--- config.mk ---
export PLATFORM = sky130hd
export DESIGN_NAME = sdram_arbiter
export DESIGN_NICKNAME = d
export VERILOG_FILES = /design/src/rtl/sdram_arbiter.sv
export SDC_FILE = /design/constraint.sdc
export NUM_CORES = 1
export LEC_CHECK = 0
export BUFFER_PORTS_ARGS = -buffer_cell sky130_fd_sc_hd__buf_2
export CORE_MARGIN = 10
export CORE_UTILIZATION = 44
export CTS_CLUSTER_DIAMETER = 120
export DETAILED_ROUTE_END_ITERATION = 10
export PLACE_DENSITY = 0.82
export SETUP_SLACK_MARGIN = 0.3
export SYNTH_ARGS = -nofsm -noshare
export SYNTH_HDL_FRONTEND = slang
export SYNTH_SLANG_ARGS = --single-unit
--- constraint.sdc ---
create_clock -name clk -period 2.65 [get_ports clk]
set_input_delay 0 -clock clk [delete_from_list [all_inputs] [get_ports clk]]
set_output_delay 0 -clock clk [all_outputs]
set_load 0.05 [all_outputs]
--- src/rtl/sdram_arbiter.sv ---
// Two-port arbiter/sequencer in front of sdram_controller, with a timeout watchdog.
// Define SDRAM_ARB_RR_EN for round-robin on ties; otherwise port 0 has fixed priority.
module sdram_arbiter #(
    parameter int ADDR_WIDTH = 25,
    parameter int DATA_WIDTH = 8,
    parameter int TIMEOUT    = 1023
) (
    input  logic                  clk,
    input  logic                  rst_n,
    input  logic                  req0,
    input  logic                  req1,
    input  logic                  we0,
    input  logic                  we1,
    input  logic [ADDR_WIDTH-1:0] addr0,
    input  logic [ADDR_WIDTH-1:0] addr1,
    input  logic [DATA_WIDTH-1:0] wdata0,
    input  logic [DATA_WIDTH-1:0] wdata1,
    output logic                  done0,
    output logic                  done1,
    output logic                  err0,
    output logic                  err1,
    output logic [DATA_WIDTH-1:0] rdata0,
    output logic [DATA_WIDTH-1:0] rdata1,
    output logic [ADDR_WIDTH-1:0] sd_addr,
    output logic [DATA_WIDTH-1:0] sd_wr_data,
    output logic                  sd_wr_enable,
    output logic                  sd_rd_enable,
    input  logic                  sd_ack,
    input  logic                  sd_busy,
    input  logic                  sd_rd_ready,
    input  logic [DATA_WIDTH-1:0] sd_rd_data,
    output logic                  timeout_flag
);

    typedef enum logic [2:0] {IDLE, ISSUE, WAIT_WR, WAIT_RD, DONE} state_t;

    state_t      state;
    logic        sel;
    logic        we_q;
    logic [15:0] tmo_cnt;
    logic [15:0] tmo_next;
    logic        tmo_hit;
    logic        grant1;

    assign tmo_next = tmo_cnt + 16'd1;
    assign tmo_hit  = (tmo_next == 16'(TIMEOUT));

`ifdef SDRAM_ARB_RR_EN
    // last_sel resets to 1 so the first tie goes to port 0.
    logic last_sel;

    always_ff @(posedge clk or negedge rst_n) begin
        if (!rst_n) begin
            last_sel <= 1'b1;
        end else if (state == IDLE && (req0 || req1)) begin
            last_sel <= grant1;
        end
    end

    assign grant1 = (req0 && req1) ? ~last_sel : req1;
`else
    assign grant1 = ~req0 & req1;
`endif

    always_ff @(posedge clk or negedge rst_n) begin
        if (!rst_n) begin
            state        <= IDLE;
            sel          <= 1'b0;
            we_q         <= 1'b0;
            tmo_cnt      <= '0;
            done0        <= 1'b0;
            done1        <= 1'b0;
            err0         <= 1'b0;
            err1         <= 1'b0;
            rdata0       <= '0;
            rdata1       <= '0;
            sd_addr      <= '0;
            sd_wr_data   <= '0;
            sd_wr_enable <= 1'b0;
            sd_rd_enable <= 1'b0;
            timeout_flag <= 1'b0;
        end else begin
            done0 <= 1'b0;
            done1 <= 1'b0;
            err0  <= 1'b0;
            err1  <= 1'b0;
            case (state)
                IDLE: begin
                    if (req0 || req1) begin
                        sel          <= grant1;
                        we_q         <= grant1 ? we1 : we0;
                        sd_addr      <= grant1 ? addr1 : addr0;
                        sd_wr_data   <= grant1 ? wdata1 : wdata0;
                        sd_wr_enable <= grant1 ? we1 : we0;
                        sd_rd_enable <= grant1 ? ~we1 : ~we0;
                        tmo_cnt      <= '0;
                        state        <= ISSUE;
                    end
                end
                ISSUE, WAIT_WR, WAIT_RD: begin
                    tmo_cnt <= tmo_next;
                    if (state == ISSUE && sd_ack) begin
                        sd_wr_enable <= 1'b0;
                        sd_rd_enable <= 1'b0;
                        state        <= we_q ? WAIT_WR : WAIT_RD;
                    end else if ((state == WAIT_WR && !sd_busy) ||
                                 (state == WAIT_RD && sd_rd_ready)) begin
                        if (state == WAIT_RD) begin
                            if (sel) rdata1 <= sd_rd_data;
                            else     rdata0 <= sd_rd_data;
                        end
                        done0 <= ~sel;
                        done1 <= sel;
                        state <= DONE;
                    end else if (tmo_hit) begin
                        // Abort: release the controller and report the error to the owner.
                        sd_wr_enable <= 1'b0;
                        sd_rd_enable <= 1'b0;
                        done0        <= ~sel;
                        done1        <= sel;
                        err0         <= ~sel;
                        err1         <= sel;
                        timeout_flag <= 1'b1;
                        state        <= DONE;
                    end
                end
                DONE: begin
                    state <= IDLE;
                end
                default: begin
                    state <= IDLE;
                end
            endcase
        end
    end

endmodule

# == Word-level counts from Yosys, hierarchy flattened ==
# Cells that the tools add are included.
# totals
reg_bits,77
inputBits,83
out_inout_bits,56
word_cells,80
# classes
addsub,1
eq_ne,8
muxes,33
bitwise_logic,7
n_reduce_logical,16
# op_table
operator,count
$pmux W16 S2,1
$mux W25,1
$mux W1,22
$add A16 B1 Y16 const B,1
$eq A16 B10 Y1 const B,1
$mux W16,1
$mux W3,4
$reduce_and A5 Y1,2
$mux W8,1
$reduce_and A4 Y1,2
$eq A3 B2 Y1 const B,2
$ne A3 B3 Y1 const B,2
$not A1 Y1,6
$pmux W3 S2,1
$reduce_and A2 Y1,3
$ne A4 B4 Y1 const B,1
$pmux W1 S2,2
$eq A3 B1 Y1 const B,1
$logic_and A1 B1 Y1,3
$logic_not A3 Y1,1
$reduce_or A3 Y1,1
$logic_or A1 B1 Y1,2
$ne A2 B2 Y1 const B,1
$reduce_bool A2 Y1,1
other kinds (2),2

# == Longest topological paths before layout ==
# Gate-level depths: netlist (run 1).
# logic_depth
depth_word,6
mapped_depth,9

# == Least setup slack after synthesis (run 1) ==
# OpenSTA, ideal clock, no wires.
# synth_path
path_type,register to register
startpoint,register tmo_cnt[0]
endpoint,register state[0]
setup_ps,119
t_arrival_ps,2428
t_required_ps,2531
slack_ps,103
stages_incl_launch_ff,9
path_buffers,0
synth_period_minus_slack_ps,2547
cell_sequence,dfrtp_1 -> ha_1 -> nand3_2 -> or3_1 -> a2111o_1 -> a211o_1 -> or3_4 -> a22oi_1 -> o21ba_1
# synth_between
elab_chain_len,4
# synth_lines
item,line,source
start: declaration,40,logic [15:0] tmo_cnt;
start signal: assignment,101,tmo_cnt <= tmo_next;
$add A16 B1 Y16,45,assign tmo_next = tmo_cnt + 16'd1;
$eq A16 B10 Y1,46,assign tmo_hit = (tmo_next == 16'(TIMEOUT));
$ne A4 B4 Y1 (no source line),-,
$reduce_and A2 Y1 (no source line),-,
end signal: assignment,105,state <= we_q ? WAIT_WR : WAIT_RD;
end: declaration,37,state_t state;
# No other way between the ends.
# A chain may end at the register's enable or synchronous reset.

# == Worst setup path after layout (run 1) ==
# Same ends and word-level chain as after synthesis.

==> results of run 1 <==
-- metrics by stage --
step                util [%]  instance area, µm²  setup WS [ns]  total power [mW]  hold WS (ns)
floorplan                  -                3660          0.227              4.21        -0.296
global placement        55.0                4480          0.231              4.91         0.194
detailed placement      55.0                4480          0.168              5.02         0.207
CTS                     67.3                5480          0.195              6.06       0.00271
global route            69.0                5620         0.0863              6.64      -0.00623
finish                  69.0                5620          0.177              6.33       -0.0152
-- Yosys cell counts, drive strengths merged (4+ instances only) --
master	instances	area, µm²
dfrtp	77	1930
nand2	58	218
o21ai	57	285
nand3	7	40.0
xnor2	4	35.0
nand4	7	43.8
mux2i	34	340
nor3	7	35.0
mux2	16	180
nor4	5	31.3
a21oi	14	70.1
inv	7	26.3
clkbuf	20	75.1
nor2	12	45.0
-- power breakdown --
group | switching [mW] | leakage (nW) | total, mW | internal [mW]
combinational | 2.48 | 1.60 | 3.40 | 0.920
clock | 0.474 | 0.107 | 0.942 | 0.468
sequential | 0.354 | 0.976 | 1.99 | 1.63
-- registers in the layout (all words and copies together), names as in the netlist --
register      count
sd_addr          25
tmo_cnt          16
rdata0            8
rdata1            8
sd_wr_data        8
state             3
done0             1
done1             1
err0              1
err1              1
sd_rd_enable      1
sd_wr_enable      1
sel               1
timeout_flag      1
we_q              1
-- logic make-up after synthesis --
family / count (synthesis) / share of synthesized area (%)
AOI/OAI and AO/OA: 89 / 13.7
buffers and inverters: 30 / 3.09
muxes: 50 / 14.3
DFF: 77 / 52.9
adders and majority gates: 2 / 0.687
and+or+nand+nor: 110 / 14.1
xor gates and xnor gates: 5 / 1.20
-- worst max-delay path by stage --
stage,end,depth (start not counted),slack [ns]
6_report,state[0],8,0.18
5_1_grt,state[0],8,0.09
4_1_cts,state[0],8,0.19
3_5_place_dp,sd_wr_enable,8,0.17
3_3_place_gp,state[0],8,0.23
2_1_floorplan,state[0],8,0.23
-- worst max-delay path: cells and delay by family, from the launching register on --
kind                     cells  cell delay, ns
AO/OA/AOI/OAI                4            0.98
adder cells (fa/ha/maj)      1            0.16
AND/OR/NAND/NOR              3            0.83
flip-flops                   1            0.40
-- timing repair --
action                                  4_1_cts  5_1_grt
endpoints found under the setup margin        5       10
buffers inserted                              5       11
gates resized for setup                       6        8
pin swaps                                     4        3
hold buffers                                 73        1
hold endpoints to repair                    125        1
-- per-layer routing --
metal	vias up	track usage, %	part of all wire (%)
li1	1728	-	-
met1	1834	19.4	34
met2	245	34.2	53
met3	78	5.19	6.4
met4	0	14.3	6.8
met5	-	0	0
-- cell type report --
cell class                      count  area, µm²  area share [%]
Clock buffer                       10        138            2.45
Timing Repair Buffer              234       1630            29.0
Tap cell                          105        131            2.34
Antenna cell                        1       2.50          0.0446
Inverter                            7       26.3           0.468
Sequential cell                    77       1930            34.3
Multi-Input combinational cell    256       1690            30.1
Clock inverter                      6       70.1            1.25
==> run metrics, run 1 <==
# rows=33; worst hold endpoint=sd_addr[15]; number of global-route vias before repair=between 3,000 and 4,000; initial core utilization=roughly 45%; Worst Path Arrival=around 2.7 ns; Clk pin slew, worst setup/hold paths=0.10 ns; WP data required=around 2.9 ns; Slew Viols, Final=0; crit path time final=approximately 2.5 ns; drc violations=0; critical path type=flip-flop to flip-flop; max incr delay on CP=around 0.40 ns; Async S/R FF share, synth=100%; WHS=-0.0152 ns; Total GRT Usage=approximately a fifth; min-delay src=addr1[15]; Slew headroom=36.6%; Core Region=between 8000 and 9000 µm²; Sum Neg Setup Slack=0 ns; Die ar.=around 12,000 µm²; Post-synth EDFFs=0; first-pass GRT wire length=approximately 20 mm; violated checks=hold timing; final setup fails=0; Final Wtd Congestion=0.856; Synth Cell Area=3640 µm²; Top Ports=139; CTS Buf Count=9; crit path capture type=flip-flop; Worst Path Max Fanout=4; Worst VDD drop=between 0.5 and 0.6 mV; Worst Hold Depth=3; Post-Layout Cell Count=approximately 700; share of layout cells above drive strength 1=35.4%; hpwl dp=a little over 7 mm; CP Cell Sequence=ha_4 > nand3_4 > or3_4 > a2111o_1 > a211o_1 > or3_4 > a22oi_2 > o21ba_1; Filler cells=roughly 500; Warnings, synthesis=0; fmax=slightly above 400 MHz; synthesis-to-finish area growth=54.2%; Reg2Reg Depth=8; synthesized flop and latch total=77; Port Buf Inserts=138; Clock Sinks=77; max-capacitance violation count=0; crit path launch type=flip-flop; H-tree levels=3; Final Hold Fails=1; Synthesized Nets=approximately 450; total gr overflow=0; distinct cell type count of the synthesized netlist=40; CTS root buffer=clkbuf_8; Final Cycle Share=between 90% and 100%; worst r2r src=tmo_cnt[0]; total wire length=13.7 mm; Worst Setup SP=tmo_cnt[0]; Syn Inst Count=roughly 360; CTS tree=yes; most common cell after layout, fill and taps aside=buf_2; HP Class=input port to flip-flop; DRT iter0 DRCs=415; CP max stage cell=dfrtp_1; flop2flop setup slack=0.18 ns; largest net degree at the start of global routing=78; routed via count=about 3,900; CP dominant cell by count=or3_4; Worst-Skew Late Latency=between 0.3 and 0.4 ns; Final ANT Viol Nets=0; Top FF cell, synth=dfrtp_1; clk_skew=0.0206 ns; number of instances in the placed design=roughly 590; initial antenna violation count=1; die height=111 µm; PD cells=1130 nW/µm²; status=finished with violations; First-pass DRT Iterations=5; Avg Vias per Cell=approximately 5.6; width of the chip=between 100 and 150 µm; Mean Syn Cell Area=~10 µm²; leak pwr=~2.7 nW; Bufs on Longest Clock Path=2; most frequent cells in the layout=buf_2 (137), dfrtp_1 (76), dlygate4sd3_1 (74); sequential-to-total area share from yosys stat=52.9%; RSZ-0062 raised after global routing=yes; Final #Nets=670; wire per inst=a little under 20 µm; worst slew pin tran=0.951 ns; FF-to-FF End=state[0]
Note: power is estimated with default switching activity, not from simulation.
==> run 2: changes to the inputs <==
Settings changed: CELL_PAD_IN_SITES_DETAIL_PLACEMENT from default to 2, CELL_PAD_IN_SITES_GLOBAL_PLACEMENT from default to 2, CORE_UTILIZATION 44 to 26.
==> run metrics, run 2 (synthesis results as in run 1) <==
hpwl dp=9.94 mm (+38%); Port Buf Inserts=138 (unchanged); Final #Nets=651 (-2.8%); number of global-route vias before repair=4,437 (+13%); critical path type=flip-flop to flip-flop; first-pass GRT wire length=27.4 mm (+39%); most common cell after layout, fill and taps aside=buf_2; share of power burned in registers=29.0% (-2.4 points); Comb pwr share=50.8% (-2.9 points); H-tree levels=3 (unchanged); Clk pwr share=20.2% (+5.3 points); initial antenna violation count=1 (unchanged); Largest regs=sd_addr x25, tmo_cnt x16; switching share of power=51.7% (-0.57 points); Avg Vias per Cell=5.15 (-7.7%); Clock Sinks=77 (unchanged); crit path launch type=flip-flop; violated checks=hold timing; RSZ-0062 raised after global routing=yes; WP data required=2.93 ns (+0.03 ns); final worst-path setup slack=0.0451 ns (-0.131 ns); CTS Buf Count=9 (unchanged); share of layout cells above drive strength 1=37.5% (+2.1 points); Core Region=13,800 µm² (+69%); pre-CTS WS=0.135 ns (-0.0329 ns); Int Pwr=3.39 mW (+12%); leak pwr=2.65 nW (-1.1%); synthesis-to-finish area growth=56.9%; largest net degree at the start of global routing=78 (unchanged); Filler cells=1,456 (+190%); Worst Path Max Fanout=5 (+1); wire per inst=25.0 µm (+27%); routed via count=3,874 (-0.28%); WHS=-0.00938 ns (+0.00583 ns); crit path time final=2.60 ns (+0.131 ns); final setup fails=0 (unchanged); Top Ports=139 (unchanged); width of the chip=138 µm (+25%); Worst-Skew Late Latency=0.35 ns (about the same); worst slew pin tran=1.03 ns (+0.0829 ns); Bufs on Longest Clock Path=2 (unchanged); DRT iter0 DRCs=258 (-38%); die height=138 µm (+25%); Post-Route Utilization=41.5% (-28 points); CTS root buffer=clkbuf_16; fmax=384 MHz (-5.0%); CTS tree=yes; Die ar.=19,100 µm² (+55%); Total GRT Usage=18.1% (-1.4 points); Slew Viols, Final=0 (unchanged); Clk pin slew, worst setup/hold paths=0.07 ns (-0.03 ns); most frequent cells in the layout=buf_2 (137), dfrtp_1 (75), dlygate4sd3_1 (62); Reg with most FFs=sd_addr; FF+latch area=1930 µm² (about the same); area of the multi-input gates=1760 µm² (+4.3%); drc violations=0 (unchanged); HP Class=input port to flip-flop; number of flip-flops in the largest register=25 (unchanged); total wire length=18.8 mm (+37%); # rows=43 (+30%); Final Wtd Congestion=0.838 (-2.2%); Worst Path Arrival=2.88 ns (+0.16 ns); total gr overflow=0 (unchanged); initial core utilization=26.4% (-18 points); clk_skew=0.0173 ns (-0.00325 ns); crit path capture type=flip-flop; Worst VDD drop=0.454 mV (-13%); Final Hold Fails=2 (+1); Net Sw Power=3.63 mW (+9.8%); Final ANT Viol Nets=0 (unchanged); Slew headroom=31.1% (-5.5 points); Final Cycle Share=98.3% (+5.0 points); First-pass DRT Iterations=4 (-1); PD cells=1230 nW/µm² (+9.1%); max-capacitance violation count=0 (unchanged); status=finished with violations
[run 2: changes by cell type in the layout (fill, tap and decap cells not counted), moves of 5 or more]
| cell | delta |
|---|---|
| dlygate4sd3_1 | -12 |
| clkbuf_8 | -10 |
| clkbuf_16 | +9 |
| buf_4 | -5 |
[run 2: power by group through the flow]
stage	Clock (mW)	Sequential, mW	Combinational [mW]
after floorplan	0	3.24	0.977
after global placement	0	1.93	3.08
after detailed placement	0	1.99	3.23
after CTS	1.41	1.97	3.35
after global routing	1.50	2.10	3.78
final	1.42	2.04	3.57
[run 2: cell type report]
cell class,count,area share [%]
Timing Repair Buffer,215,25.1
Antenna cell,1,0.0438
Sequential cell,77,33.8
Inverter,7,0.460
Tap cell,180,3.94
Clock inverter,7,1.84
Multi-Input combinational cell,256,30.9
Clock buffer,9,3.94
[run 2: timing repair]
item	CTS	global route
resized for setup	8	23
endpoints found under the hold margin	119	1
setup buffers	5	3
hold buffers	60	2
pin swaps	5	6
endpoints found under the setup margin	10	32
[run 2: worst paths after layout]
| check | startpoint | endpoint | slack (ns) | cells past startpoint |
|---|---|---|---|---|
| worst max-delay path | tmo_cnt[0] | state[0] | 0.05 | 9 |
| worst min-delay path | addr0[23] | sd_addr[23] | -0.009 | 3 |
| worst max register to register | tmo_cnt[0] | state[0] | 0.05 | 9 |
| worst min register to register | timeout_flag | timeout_flag | 0.47 | 1 |
| max in group asynchronous | rst_n | tmo_cnt[9] | 1.54 | 2 |
| min in group asynchronous | rst_n | rdata1[0] | 0.39 | 2 |
[run 2: per-layer routing]
| layer | part of all wire [%] | track usage [%] | wire (µm) |
|---|---|---|---|
| met1 | 38 | 18.8 | 7090 |
| met2 | 55 | 33.7 | 10300 |
| met3 | 4.4 | 4.18 | 818 |
| met4 | 3.0 | 8.38 | 558 |
| met5 | 0 | 0 | 0 |
[run 2: critical path, cell delays in order (launching register included)]
cell,delay [ns]
dfrtp_1,0.40
buf_4,0.15
nand4_1,0.26
buf_4,0.26
nor4_4,0.32
xnor2_2,0.18
o21ai_2,0.13
or3_4,0.42
a21oi_1,0.24
o21ba_4,0.16
[run 2: stage by stage]
stage	instances	cell area, µm²	hold slack (ns)	power (mW)	TNS, ns
6_report	752	5710	-0.00938	7.03	0
5_1_grt	752	5710	-0.0115	7.37	-0.0574
3_5_place_dp	665	4560	0.242	5.22	0
4_1_cts	746	5560	0.00350	6.73	0
2_1_floorplan	363	3660	-0.296	4.21	0
3_3_place_gp	665	4560	0.218	5.01	0
==> run 3: changes to the inputs <==
Settings changed: CORE_MARGIN 10 to default.
==> run metrics, run 3 (synthesis results as in run 1) <==
CTS tree=yes; worst slew pin tran=1.04 ns (+0.00549 ns); drc violations=0 (unchanged); wire per inst=18.5 µm (-26%); Top Ports=139 (unchanged); Core Region=13,500 µm² (-2.3%); synthesis-to-finish area growth=51.6%; status=finished with violations; Int Pwr=3.22 mW (-5.1%); HP Class=input port to flip-flop; clk_skew=0.00870 ns (-0.00860 ns); largest net degree at the start of global routing=78 (unchanged); number of global-route vias before repair=4,090 (-7.8%); hpwl dp=8.45 mm (-15%); width of the chip=120 µm (-13%); # rows=42 (-2.3%); H-tree levels=3 (unchanged); violated checks=hold timing; leak pwr=2.59 nW (-2.3%); number of flip-flops in the largest register=25 (unchanged); Final #Nets=646 (-0.77%); most common cell after layout, fill and taps aside=buf_2; die height=120 µm (-13%); total wire length=13.7 mm (-27%); Clk pwr share=18.0% (-2.2 points); WP data required=2.87 ns (-0.06 ns); Reg with most FFs=sd_addr; crit path launch type=flip-flop; PD cells=1170 nW/µm² (-4.9%); routed via count=3,561 (-8.1%); Filler cells=1,465 (+0.62%); Total GRT Usage=19.3% (+1.2 points); Clock Sinks=77 (unchanged); Worst VDD drop=0.410 mV (-9.7%); Slew Viols, Final=0 (unchanged); final setup fails=0 (unchanged); initial core utilization=27.1% (+0.63 points); share of layout cells above drive strength 1=35.2% (-2.3 points); switching share of power=50.1% (-1.6 points); Final Wtd Congestion=0.777 (-7.2%); RSZ-0062 raised after global routing=yes; Slew headroom=30.7% (-0.37 points); Worst Path Arrival=2.74 ns (-0.14 ns); Die ar.=14,500 µm² (-24%); Bufs on Longest Clock Path=2 (unchanged); crit path time final=2.52 ns (-0.0831 ns); Worst Path Max Fanout=8 (+3); CTS root buffer=clkbuf_16; Port Buf Inserts=138 (unchanged); First-pass DRT Iterations=4 (unchanged); Final Cell Area=5520 µm² (-3.4%); Largest regs=sd_addr x25, tmo_cnt x16; Sum Neg Setup Slack=0 ns (unchanged); critical path type=flip-flop to flip-flop; Final ANT Viol Nets=0 (unchanged); Power, Total=6.46 mW (-8.1%); crit path capture type=flip-flop; DRT iter0 DRCs=151 (-41%); share of power burned in registers=30.6% (+1.6 points); most frequent cells in the layout=buf_2 (137), dfrtp_1 (76), nand2_1 (58), dlygate4sd3_1 (58), o21ai_0 (55); Clk pin slew, worst setup/hold paths=0.06 ns (about the same); WHS=-0.00932 ns (+0.0000611 ns); Worst-Skew Late Latency=0.33 ns (-0.02 ns); initial antenna violation count=1 (unchanged); Final Cycle Share=95.2% (-3.1 points); Final Hold Fails=3 (+1); first-pass GRT wire length=21.5 mm (-21%); CTS Buf Count=9 (unchanged); Avg Vias per Cell=4.81 (-6.6%); total gr overflow=0 (unchanged); Placed Area=4550 µm² (-0.27%); Comb pwr share=51.4% (+0.6 points); fmax=397 MHz (+3.3%); max-capacitance violation count=0 (unchanged); Net Sw Power=3.24 mW (-11%)
==> run 3: cell type report <==
cell class	instances	area (µm²)	share of cell area, %
flip-flops and latches	77	1930	34.9
multi-input cells	256	1690	30.6
repair buffers	210	1380	25.0
clock buffers	12	267	4.83
diodes	1	2.50	0.0453
inverters	7	26.3	0.476
clock inverters	1	7.51	0.136
well taps	176	220	3.99
==> run 3: power by group through the flow <==
stage | Clock (mW) | Sequential [mW] | Combinational [mW]
4_1_cts | 1.19 | 1.96 | 3.29
3_3_place_gp | 0 | 1.93 | 3.03
2_1_floorplan | 0 | 3.24 | 0.977
3_5_place_dp | 0 | 1.98 | 3.14
6_report | 1.16 | 1.98 | 3.32
5_1_grt | 1.24 | 2.04 | 3.55
==> run 3: final timing paths <==
path                            cells after the start  slack, ns   startpoint       endpoint
worst max register to register                      7       0.13   tmo_cnt[4]       state[0]
max in group asynchronous                           2       1.58        rst_n      rdata1[4]
worst min-delay path                                3     -0.009    wdata0[5]  sd_wr_data[5]
worst min register to register                      2       0.48  sd_addr[17]    sd_addr[17]
min in group asynchronous                           2       0.37        rst_n     tmo_cnt[6]
worst max-delay path                                7       0.13   tmo_cnt[4]       state[0]
==> run 3: per-layer routing <==
layer | track usage [%] | vias up | part of all wire, %
met5 | 0 | - | 0
met4 | 6.56 | 0 | 2.4
met3 | 3.87 | 22 | 3.3
met2 | 37.7 | 95 | 55
met1 | 20.3 | 1775 | 39
li1 | - | 1669 | -
==> run 3: worst max-delay path, cell delays in order, from the launching register on <==
cell	delay, ns
dfrtp_1	0.47
nand3_1	0.30
nor3_2	0.10
or4b_2	0.65
o311a_4	0.15
or3_4	0.42
a22oi_2	0.15
o21ba_1	0.16
==> run 3: stage by stage <==
| step | hold WS [ns] | cells | worst slack [ns] | utilization (%) |
|---|---|---|---|---|
| after global routing | 0.00766 | 740 | 0.0462 | 41.0 |
| after global placement | 0.237 | 660 | 0.115 | 33.8 |
| after CTS | 0.000420 | 737 | 0.190 | 40.6 |
| final | -0.00932 | 740 | 0.128 | 41.0 |
| after detailed placement | 0.255 | 660 | 0.00330 | 33.8 |
| after floorplan | -0.296 | 363 | 0.227 | - |
==> run 3: repair_timing <==
item	in CTS	in global routing
gates resized for setup	5	6
setup endpoints to repair	10	10
endpoints found under the hold margin	120	1
pin swaps	2	2
hold buffers	57	1
buffers inserted	7	1
